<file path="config.mk">
export PLATFORM = sky130hd
export DESIGN_NAME = jtframe_cen_ctrl_flat
export DESIGN_NICKNAME = d
export VERILOG_FILES = /design/src/rtl/jtframe_cen_ctrl_if.sv /design/src/rtl/jtframe_cen_ctrl.sv /design/src/flat_wrapper.sv
export SDC_FILE = /design/constraint.sdc
export NUM_CORES = 1
export LEC_CHECK = 0
export BUFFER_PORTS_ARGS = -buffer_cell sky130_fd_sc_hd__buf_2
export CAP_MARGIN = 20
export CORE_MARGIN = 4
export CORE_UTILIZATION = 60
export CTS_CLUSTER_DIAMETER = 100
export CTS_CLUSTER_SIZE = 12
export DETAILED_ROUTE_END_ITERATION = 12
export PLACE_DENSITY = 0.88
export SYNTH_ARGS = -nofsm -noshare
export SYNTH_HDL_FRONTEND = slang
export SYNTH_SLANG_ARGS = --single-unit
</file>
<file path="constraint.sdc">
create_clock -name clk -period 11.5 [get_ports clk]
set_input_delay 1.725 -clock clk [delete_from_list [all_inputs] [get_ports clk]]
set_output_delay 1.725 -clock clk [all_outputs]
set_load 0.01 [all_outputs]
</file>
<file path="src/rtl/jtframe_cen_ctrl_if.sv">
// Configuration and clock-enable bundle for jtframe_cen_ctrl.
// The step input exists only when JTFRAME_CEN_STEP_EN is defined.
interface jtframe_cen_ctrl_if #(
  parameter int unsigned W = 11
);
  logic [W-1:0] cfg_num;
  logic [W-1:0] cfg_den;
  logic         cfg_req;
  logic         cfg_ack;
  logic         cfg_err;
  logic         pause;
`ifdef JTFRAME_CEN_STEP_EN
  logic         step;
`endif
  logic         cen;
  logic         cen_half;
  logic         busy;

  modport master (
`ifdef JTFRAME_CEN_STEP_EN
    output step,
`endif
    output cfg_num, cfg_den, cfg_req, pause,
    input  cfg_ack, cfg_err, cen, cen_half, busy
  );

  modport slave (
`ifdef JTFRAME_CEN_STEP_EN
    input  step,
`endif
    input  cfg_num, cfg_den, cfg_req, pause,
    output cfg_ack, cfg_err, cen, cen_half, busy
  );
endinterface

</file>
<file path="src/rtl/jtframe_cen_ctrl.sv">
// Runtime-programmable fractional cen generator (rate clk*num/den) with pulse-aligned ratio swap.
// Optional macro JTFRAME_CEN_STEP_EN adds a single-step input that advances a paused counter.
module jtframe_cen_ctrl #(
  parameter int unsigned W    = 11,
  parameter int unsigned NUM0 = 105,
  parameter int unsigned DEN0 = 1408
) (
  input  logic                clk,
  input  logic                rst_n,
  jtframe_cen_ctrl_if.slave   ctrl
);

  typedef enum logic [1:0] {StIdle, StPend, StAck, StWait} state_e;

  state_e       r_state;
  logic [W-1:0] r_num, r_den, r_sh_num, r_sh_den;
  logic [W:0]   r_cnt;
  logic         r_alt, r_cen, r_cen_half, r_ack, r_err, r_busy;

  logic         w_adv, w_corrupt, w_cross, w_apply, w_bad_req, w_bad_sh;
  logic [W+1:0] w_cnt_ext, w_sum, w_lim;
  logic [W:0]   w_cnt_nx;
  logic         w_alt_nx, w_cen_nx, w_half_nx;

`ifdef JTFRAME_CEN_STEP_EN
  assign w_adv = ~ctrl.pause | ctrl.step;
`else
  assign w_adv = ~ctrl.pause;
`endif

  // Two extra bits keep cnt+num exact even when cnt holds a corrupt value.
  assign w_cnt_ext = {1'b0, r_cnt};
  assign w_sum     = w_cnt_ext + {2'b0, r_num};
  assign w_lim     = {2'b0, r_num} + {2'b0, r_den};
  assign w_corrupt = w_cnt_ext >= w_lim;
  assign w_cross   = w_sum >= {2'b0, r_den};

  always_comb begin
    w_cnt_nx  = r_cnt;
    w_alt_nx  = r_alt;
    w_cen_nx  = 1'b0;
    w_half_nx = 1'b0;
    if (w_adv) begin
      if (w_corrupt) begin
        w_cnt_nx  = '0;
        w_alt_nx  = 1'b0;
        w_cen_nx  = 1'b1;
        w_half_nx = 1'b1;
      end else if (w_cross) begin
        w_cnt_nx  = (W+1)'(w_sum - {2'b0, r_den});
        w_alt_nx  = ~r_alt;
        w_cen_nx  = 1'b1;
        w_half_nx = r_alt;
      end else begin
        w_cnt_nx  = w_sum[W:0];
      end
    end
  end

  assign w_bad_req = (ctrl.cfg_num == '0) || (ctrl.cfg_num > ctrl.cfg_den);
  assign w_bad_sh  = (r_sh_num == '0) || (r_sh_num > r_sh_den);
  // Swap only on a pulse boundary (or while paused) so no cen gap is ever shortened.
  assign w_apply   = (r_state == StPend) && (w_cen_nx || ctrl.pause);

  always_ff @(posedge clk or negedge rst_n) begin
    if (!rst_n) begin
      r_state    <= StIdle;
      r_num      <= W'(NUM0);
      r_den      <= W'(DEN0);
      r_sh_num   <= '0;
      r_sh_den   <= '0;
      r_cnt      <= '0;
      r_alt      <= 1'b0;
      r_cen      <= 1'b0;
      r_cen_half <= 1'b0;
      r_ack      <= 1'b0;
      r_err      <= 1'b0;
      r_busy     <= 1'b0;
    end else begin
      r_cnt      <= w_cnt_nx;
      r_alt      <= w_alt_nx;
      r_cen      <= w_cen_nx;
      r_cen_half <= w_half_nx;
      r_ack      <= 1'b0;
      unique case (r_state)
        StIdle: begin
          if (ctrl.cfg_req) begin
            r_sh_num <= ctrl.cfg_num;
            r_sh_den <= ctrl.cfg_den;
            if (w_bad_req) begin
              r_state <= StAck;
            end else begin
              r_busy  <= 1'b1;
              r_state <= StPend;
            end
          end
        end
        StPend: begin
          if (w_apply) begin
            r_num   <= r_sh_num;
            r_den   <= r_sh_den;
            r_cnt   <= '0;
            r_alt   <= 1'b0;
            r_busy  <= 1'b0;
            r_state <= StAck;
          end
        end
        StAck: begin
          r_ack   <= 1'b1;
          r_err   <= w_bad_sh;
          r_state <= StWait;
        end
        StWait: begin
          if (!ctrl.cfg_req) r_state <= StIdle;
        end
        default: r_state <= StIdle;
      endcase
    end
  end

  assign ctrl.cen      = r_cen;
  assign ctrl.cen_half = r_cen_half;
  assign ctrl.cfg_ack  = r_ack;
  assign ctrl.cfg_err  = r_err;
  assign ctrl.busy     = r_busy;

endmodule

</file>
<file path="src/flat_wrapper.sv">
// flat-port wrapper written by rule: the top's interface ports become plain ports
module jtframe_cen_ctrl_flat 
#(
  parameter int unsigned W    = 11,
  parameter int unsigned NUM0 = 105,
  parameter int unsigned DEN0 = 1408
)
  (clk, rst_n, ctrl_cfg_num, ctrl_cfg_den, ctrl_cfg_req, ctrl_pause, ctrl_cfg_ack, ctrl_cfg_err, ctrl_cen, ctrl_cen_half, ctrl_busy);
  jtframe_cen_ctrl_if #(.W(W)) ctrl_i ();
  input  logic clk;
  input  logic rst_n;
  input wire logic [$bits(ctrl_i.cfg_num)-1:0] ctrl_cfg_num;
  input wire logic [$bits(ctrl_i.cfg_den)-1:0] ctrl_cfg_den;
  input wire logic [$bits(ctrl_i.cfg_req)-1:0] ctrl_cfg_req;
  input wire logic [$bits(ctrl_i.pause)-1:0] ctrl_pause;
  output wire logic [$bits(ctrl_i.cfg_ack)-1:0] ctrl_cfg_ack;
  output wire logic [$bits(ctrl_i.cfg_err)-1:0] ctrl_cfg_err;
  output wire logic [$bits(ctrl_i.cen)-1:0] ctrl_cen;
  output wire logic [$bits(ctrl_i.cen_half)-1:0] ctrl_cen_half;
  output wire logic [$bits(ctrl_i.busy)-1:0] ctrl_busy;
  assign ctrl_i.cfg_num = ctrl_cfg_num;
  assign ctrl_i.cfg_den = ctrl_cfg_den;
  assign ctrl_i.cfg_req = ctrl_cfg_req;
  assign ctrl_i.pause = ctrl_pause;
  assign ctrl_cfg_ack = ctrl_i.cfg_ack;
  assign ctrl_cfg_err = ctrl_i.cfg_err;
  assign ctrl_cen = ctrl_i.cen;
  assign ctrl_cen_half = ctrl_i.cen_half;
  assign ctrl_busy = ctrl_i.busy;
  jtframe_cen_ctrl #(.W(W), .NUM0(NUM0), .DEN0(DEN0)) u_core (.clk(clk), .rst_n(rst_n), .ctrl(ctrl_i));
endmodule
</file>
Word-level counts from Yosys, hierarchy flattened. Index checks and enable logic that the tools add are counted.

Reduce and logical (&&, ||, !) cells: 12. Bitwise operators: 1. Equality and inequality tests: 7. Magnitude comparators: 4. Muxes and demuxes: 26. $add $sub $neg: 3.

Operators by type and width (count): two-way mux 12 bit (5); greater-than comparator 11 bit (2); logical NOT 11 bit (2); two-way mux 1 bit (15); adder 12 x 11 -> 13 bit (1); greater-or-equal comparator 12 x 13 -> 1 bit (1); greater-or-equal comparator 13 x 11 -> 1 bit (1); adder 11 x 11 -> 12 bit (1); subtractor 12 x 11 -> 12 bit (1); two-way mux 2 bit (4); case mux 2 bit (4 select lines) (1); inequality test 2 bit (second input constant) (3); equality test 2 bit (second input constant) (2); AND reduction 2 bit (2); AND reduction 4 bit (1); logical OR 1 bit (3); AND reduction 3 bit (1); equality test 2 x 1 -> 1 bit (second input constant) (1); logical NOT 2 bit (1); inequality test 2 x 1 -> 1 bit (second input constant) (1); case mux 1 bit (2 select lines) (1); nonzero test 2 bit (1); logical AND 1 bit (1); inverter 1 bit (1).

Input port bits: 26. Bits in registers: 64.

Longest topological paths before layout.
Word-level depth: 9. Mapped depth: 19.

Worst setup path before layout. Ideal clock, no wire load.

Kind: reg-to-reg. Start: register u_core.r_num[1]. End: register u_core.r_den[0]. Stages on the path, launching flop included: 16. Slack: 7.565 ns. Data required time: 11.375 ns. Clock period less this slack: 3.935 ns. Setup time: 0.125 ns. Arrival: 3.810 ns. Path through: dfrtp_1 ha_1 a21o_1 a21o_1 a21oi_1 o21ai_0 a41o_1 or4_1 o21ai_0 ha_1 a2111oi_0 a31oi_1 nor2_1 a31oi_4 buf_6 mux2_4.

Word-level cells in the longest chain between the ends: 8. Elaborated cells on any way between the ends: 10. Classes of those cells: add/sub (2); order compare (2); mux (3); reduce/logical (3).

Ends and longest elaborated chain: start, declared (RTL line jtframe_cen_ctrl.sv:16) `logic [W-1:0] r_num, r_den, r_sh_num, r_sh_den;`; start signal, assigned (RTL line jtframe_cen_ctrl.sv:68) `r_num <= W'(NUM0);`; start signal, assigned (RTL line jtframe_cen_ctrl.sv:100) `r_num <= r_sh_num;`; adder 12 x 11 -> 13 bit (RTL line jtframe_cen_ctrl.sv:33) `assign w_sum = w_cnt_ext + {2'b0, r_num};`; greater-or-equal comparator 13 x 11 -> 1 bit (RTL line jtframe_cen_ctrl.sv:36) `assign w_cross = w_sum >= {2'b0, r_den};`; two-way mux 1 bit (RTL line jtframe_cen_ctrl.sv:49) `end else if (w_cross) begin`; two-way mux 1 bit * (RTL line jtframe_cen_ctrl.sv:44) `if (w_corrupt) begin`; two-way mux 1 bit * (RTL line jtframe_cen_ctrl.sv:43) `if (w_adv) begin`; logical OR 1 bit * (RTL line jtframe_cen_ctrl.sv:63) `assign w_apply = (r_state == StPend) && (w_cen_nx || ctrl.pause);`; logical AND 1 bit * (RTL line jtframe_cen_ctrl.sv:63); AND reduction 2 bit (no source line) *; end signal, assigned (RTL line jtframe_cen_ctrl.sv:69) `r_den <= W'(DEN0);`; end signal, assigned (RTL line jtframe_cen_ctrl.sv:101) `r_den <= r_sh_den;`; end, declared (RTL line jtframe_cen_ctrl.sv:16).

Mark *: on every way between the ends. The rest lies on a longest branch, timed or not. A chain may end at the register's enable or synchronous reset.

Worst setup path in the final report. Ends and elaborated chain as after synthesis.

==> metrics.yaml <==
wirelength_mm: 12.4
syn_inst: 524
grt_max_degree: 65
rsz0062_at_grt: "false"
max_clock_freq_mhz: 190
drt_iter0_markers: 324
ys_seq_area_frac: 0.322
holdCritPathClass: "register to register"
numClockSinks: 64
fin_tns_setup_ns: 0
cts_max_level: 3
grt_usage: 0.261
vias_per_cell: 6.20
cts_setup_buffers: 0
syn_to_final_growth_pct: 10.7
core-area_mm2: 0.00818
path_buf_inv: 0
status: "finished clean"
syn_nets: 626
cp.required_ns: 11.73
synth_ff_type: "dfrtp_1"
cp_slowest_cell: "nor2_1"
grt_pass1_wl_mm: 20.6
clkTransAtPathRegs_ns: 0.07
grt_pass1_vias: 4268
holdPathStages: 2
synthTopCellsByArea: "dfrtp_1 29%, ha_1 18%, dfstp_2 3.7%, inv_1 3.7%, nand2_1 3.7%"
io_buffers: 30
die-height_um: 99.2
drive_above_1_share: 0.151
cts_buffers: 9
finalHoldViolations: 0
netlist_area_mm2: 0.00499
antenna_found_initial: 0
fp-row-count: 33
clockRootBuffer: "clkbuf_8"
start_kind: "register"
syn_area_per_cell_um2: 9.53
io_pins: 31
max_cap_viol_count: 0
synth_top_area_frac: 0.286
crit_cells: 14
cp_max_fo: 24
postRouteAntennaNets: 0
cts_tree: "built"
fin_skew_ns: 0.00755
dr.pass1.iters: 5
max_stage_delay_ns: 0.86
period_share: 0.457
synth_top_cell_by_area: "dfrtp_1"
cpLargestDelayFamily: "compound AO/OA/AOI/OAI gates"
synth_edf_count: 0
vias: 4138
dpl.hpwl_mm: 9.68
tightest_slew_ns: 1.02
cts_resized: 0
arrival_ns: 5.49
critical_path_class: "register to register"
final-max-slew-violation-count: 0
period_needed_ns: 5.26
yosysWarningCount: 0
ys_async_sr_fraction: 1.00
avgRoutedWirePerCell_um: 18.6
drc: 0
relSlewSlack: 0.314
dieArea_mm2: 0.00985
holdBufCountCts: 0
start_util: 0.611
finalNetCount: 659
antenna_cells: 0
die_x_um: 99.2
crit_chain: "ha_1, a21o_1, a21o_1, a21oi_1, o21ai_0, a41o_1, or4_1, o21ai_0, ha_1, a2111oi_0, a31oi_1, nor2_1, a31oi_4, mux2_4"
utilization: 0.676
synth_common_cells: "73 x ha_1, 57 x dfrtp_1, 49 x inv_1, 49 x nand2_1, 32 x o21ai_0"
endpoint_kind: "register"
reg2reg_depth: 14
clock_path_buffers: 2
gp_congestion: 1.02
grt_overflow: 0
yosysMostFrequentCell: "ha_1"
setup_violations: 0
ys_ff_latch: 64
synthDistinctLibCells: 57
clock_latency_ns: 0.35
==> cells by family (layout without fill, tap and decap cells) <==
group	after synthesis	after routing	share of synthesized area
AO/OA/AOI/OAI	131	131	0.176
XOR/XNOR	26	26	0.0494
adder cells (fa/ha/maj)	76	76	0.195
buffers and inverters	58	96	0.0464
flip-flops	64	64	0.322
multiplexers	35	35	0.0819
AND/OR/NAND/NOR	134	134	0.129
==> worst reg2reg max path: stages, from the launching register on <==
cell and delay (ns):
dfrtp_1 0.46, ha_1 0.31, a21o_1 0.19, a21o_1 0.20
a21oi_1 0.19, o21ai_0 0.18, a41o_1 0.28, or4_1 0.39
o21ai_0 0.10, ha_1 0.27, a2111oi_0 0.42, a31oi_1 0.31
nor2_1 0.86, a31oi_4 0.52, mux2_4 0.46
==> final timing paths <==
path / end / slack, ns / startpoint
max reg2reg: u_core.r_den[0]$_DFFE_PN0P_ / 6.24 / u_core.r_num[1]$_DFFE_PN0P_
min reg2reg: u_core.r_sh_den[7]$_DFFE_PN0P_ / 0.49 / u_core.r_sh_den[7]$_DFFE_PN0P_
min in group asynchronous: u_core.r_sh_den[9]$_DFFE_PN0P_ / 1.55 / rst_n
max: u_core.r_den[0]$_DFFE_PN0P_ / 6.24 / u_core.r_num[1]$_DFFE_PN0P_
max in group asynchronous: u_core.r_cnt[3]$_DFF_PN0_ / 9.40 / rst_n
min: u_core.r_sh_den[7]$_DFFE_PN0P_ / 0.49 / u_core.r_sh_den[7]$_DFFE_PN0P_
==> cell usage in the layout (no fill, tap or decap), types with 10 or more instances in the layout <==
master / count
nand2_1: 49
inv_1: 49
o211ai_1: 12
mux2_2: 15
a21oi_1: 30
xor2_1: 10
xnor2_1: 15
a21o_1: 11
dfrtp_1: 57
ha_1: 73
mux2i_1: 12
nor2_1: 25
buf_2: 30
nand4_1: 14
o21ai_0: 32
==> layer usage <==
layer | global-route usage | vias up | wire (µm)
li1 | - | 1976 | -
met1 | 0.342 | 1977 | 5260
met2 | 0.442 | 149 | 6000
met3 | 0.0379 | 36 | 814
met4 | 0.0924 | 0 | 309
met5 | 0 | - | 0
==> through the flow <==
stage          cell area [µm²]  std cells  hold slack [ns]  setup slack, ns
6_report                  5530        667            0.495             6.24
5_1_grt                   5530        667            0.536             5.98
4_1_cts                   5530        667            0.493             6.37
3_5_place_dp              5240        651            0.476             6.45
3_3_place_gp              5240        651            0.465             6.67
2_1_floorplan             4990        524            0.450             7.57
==> registers in the layout, summed over array words and instances (netlist names) <==
name                  cells
u_core.ctrl.busy          1
u_core.ctrl.cen           1
u_core.ctrl.cen_half      1
u_core.ctrl.cfg_ack       1
u_core.ctrl.cfg_err       1
u_core.r_alt              1
u_core.r_cnt             12
u_core.r_den             11
u_core.r_num             11
u_core.r_sh_den          11
u_core.r_sh_num          11
u_core.r_state            2
==> cell type report <==
| class | count | area, µm² |
|---|---|---|
| tap | 105 | 131 |
| fill | 605 | 2650 |
| multi-input combinational | 402 | 3150 |
| timing repair buffer | 31 | 158 |
| clock buffer | 9 | 124 |
| inverter | 49 | 184 |
| clock inverter | 7 | 168 |
| sequential | 64 | 1610 |
Power is not shown: default switching activity piles up to over one toggle a cycle in this logic, so the estimate is an artifact.
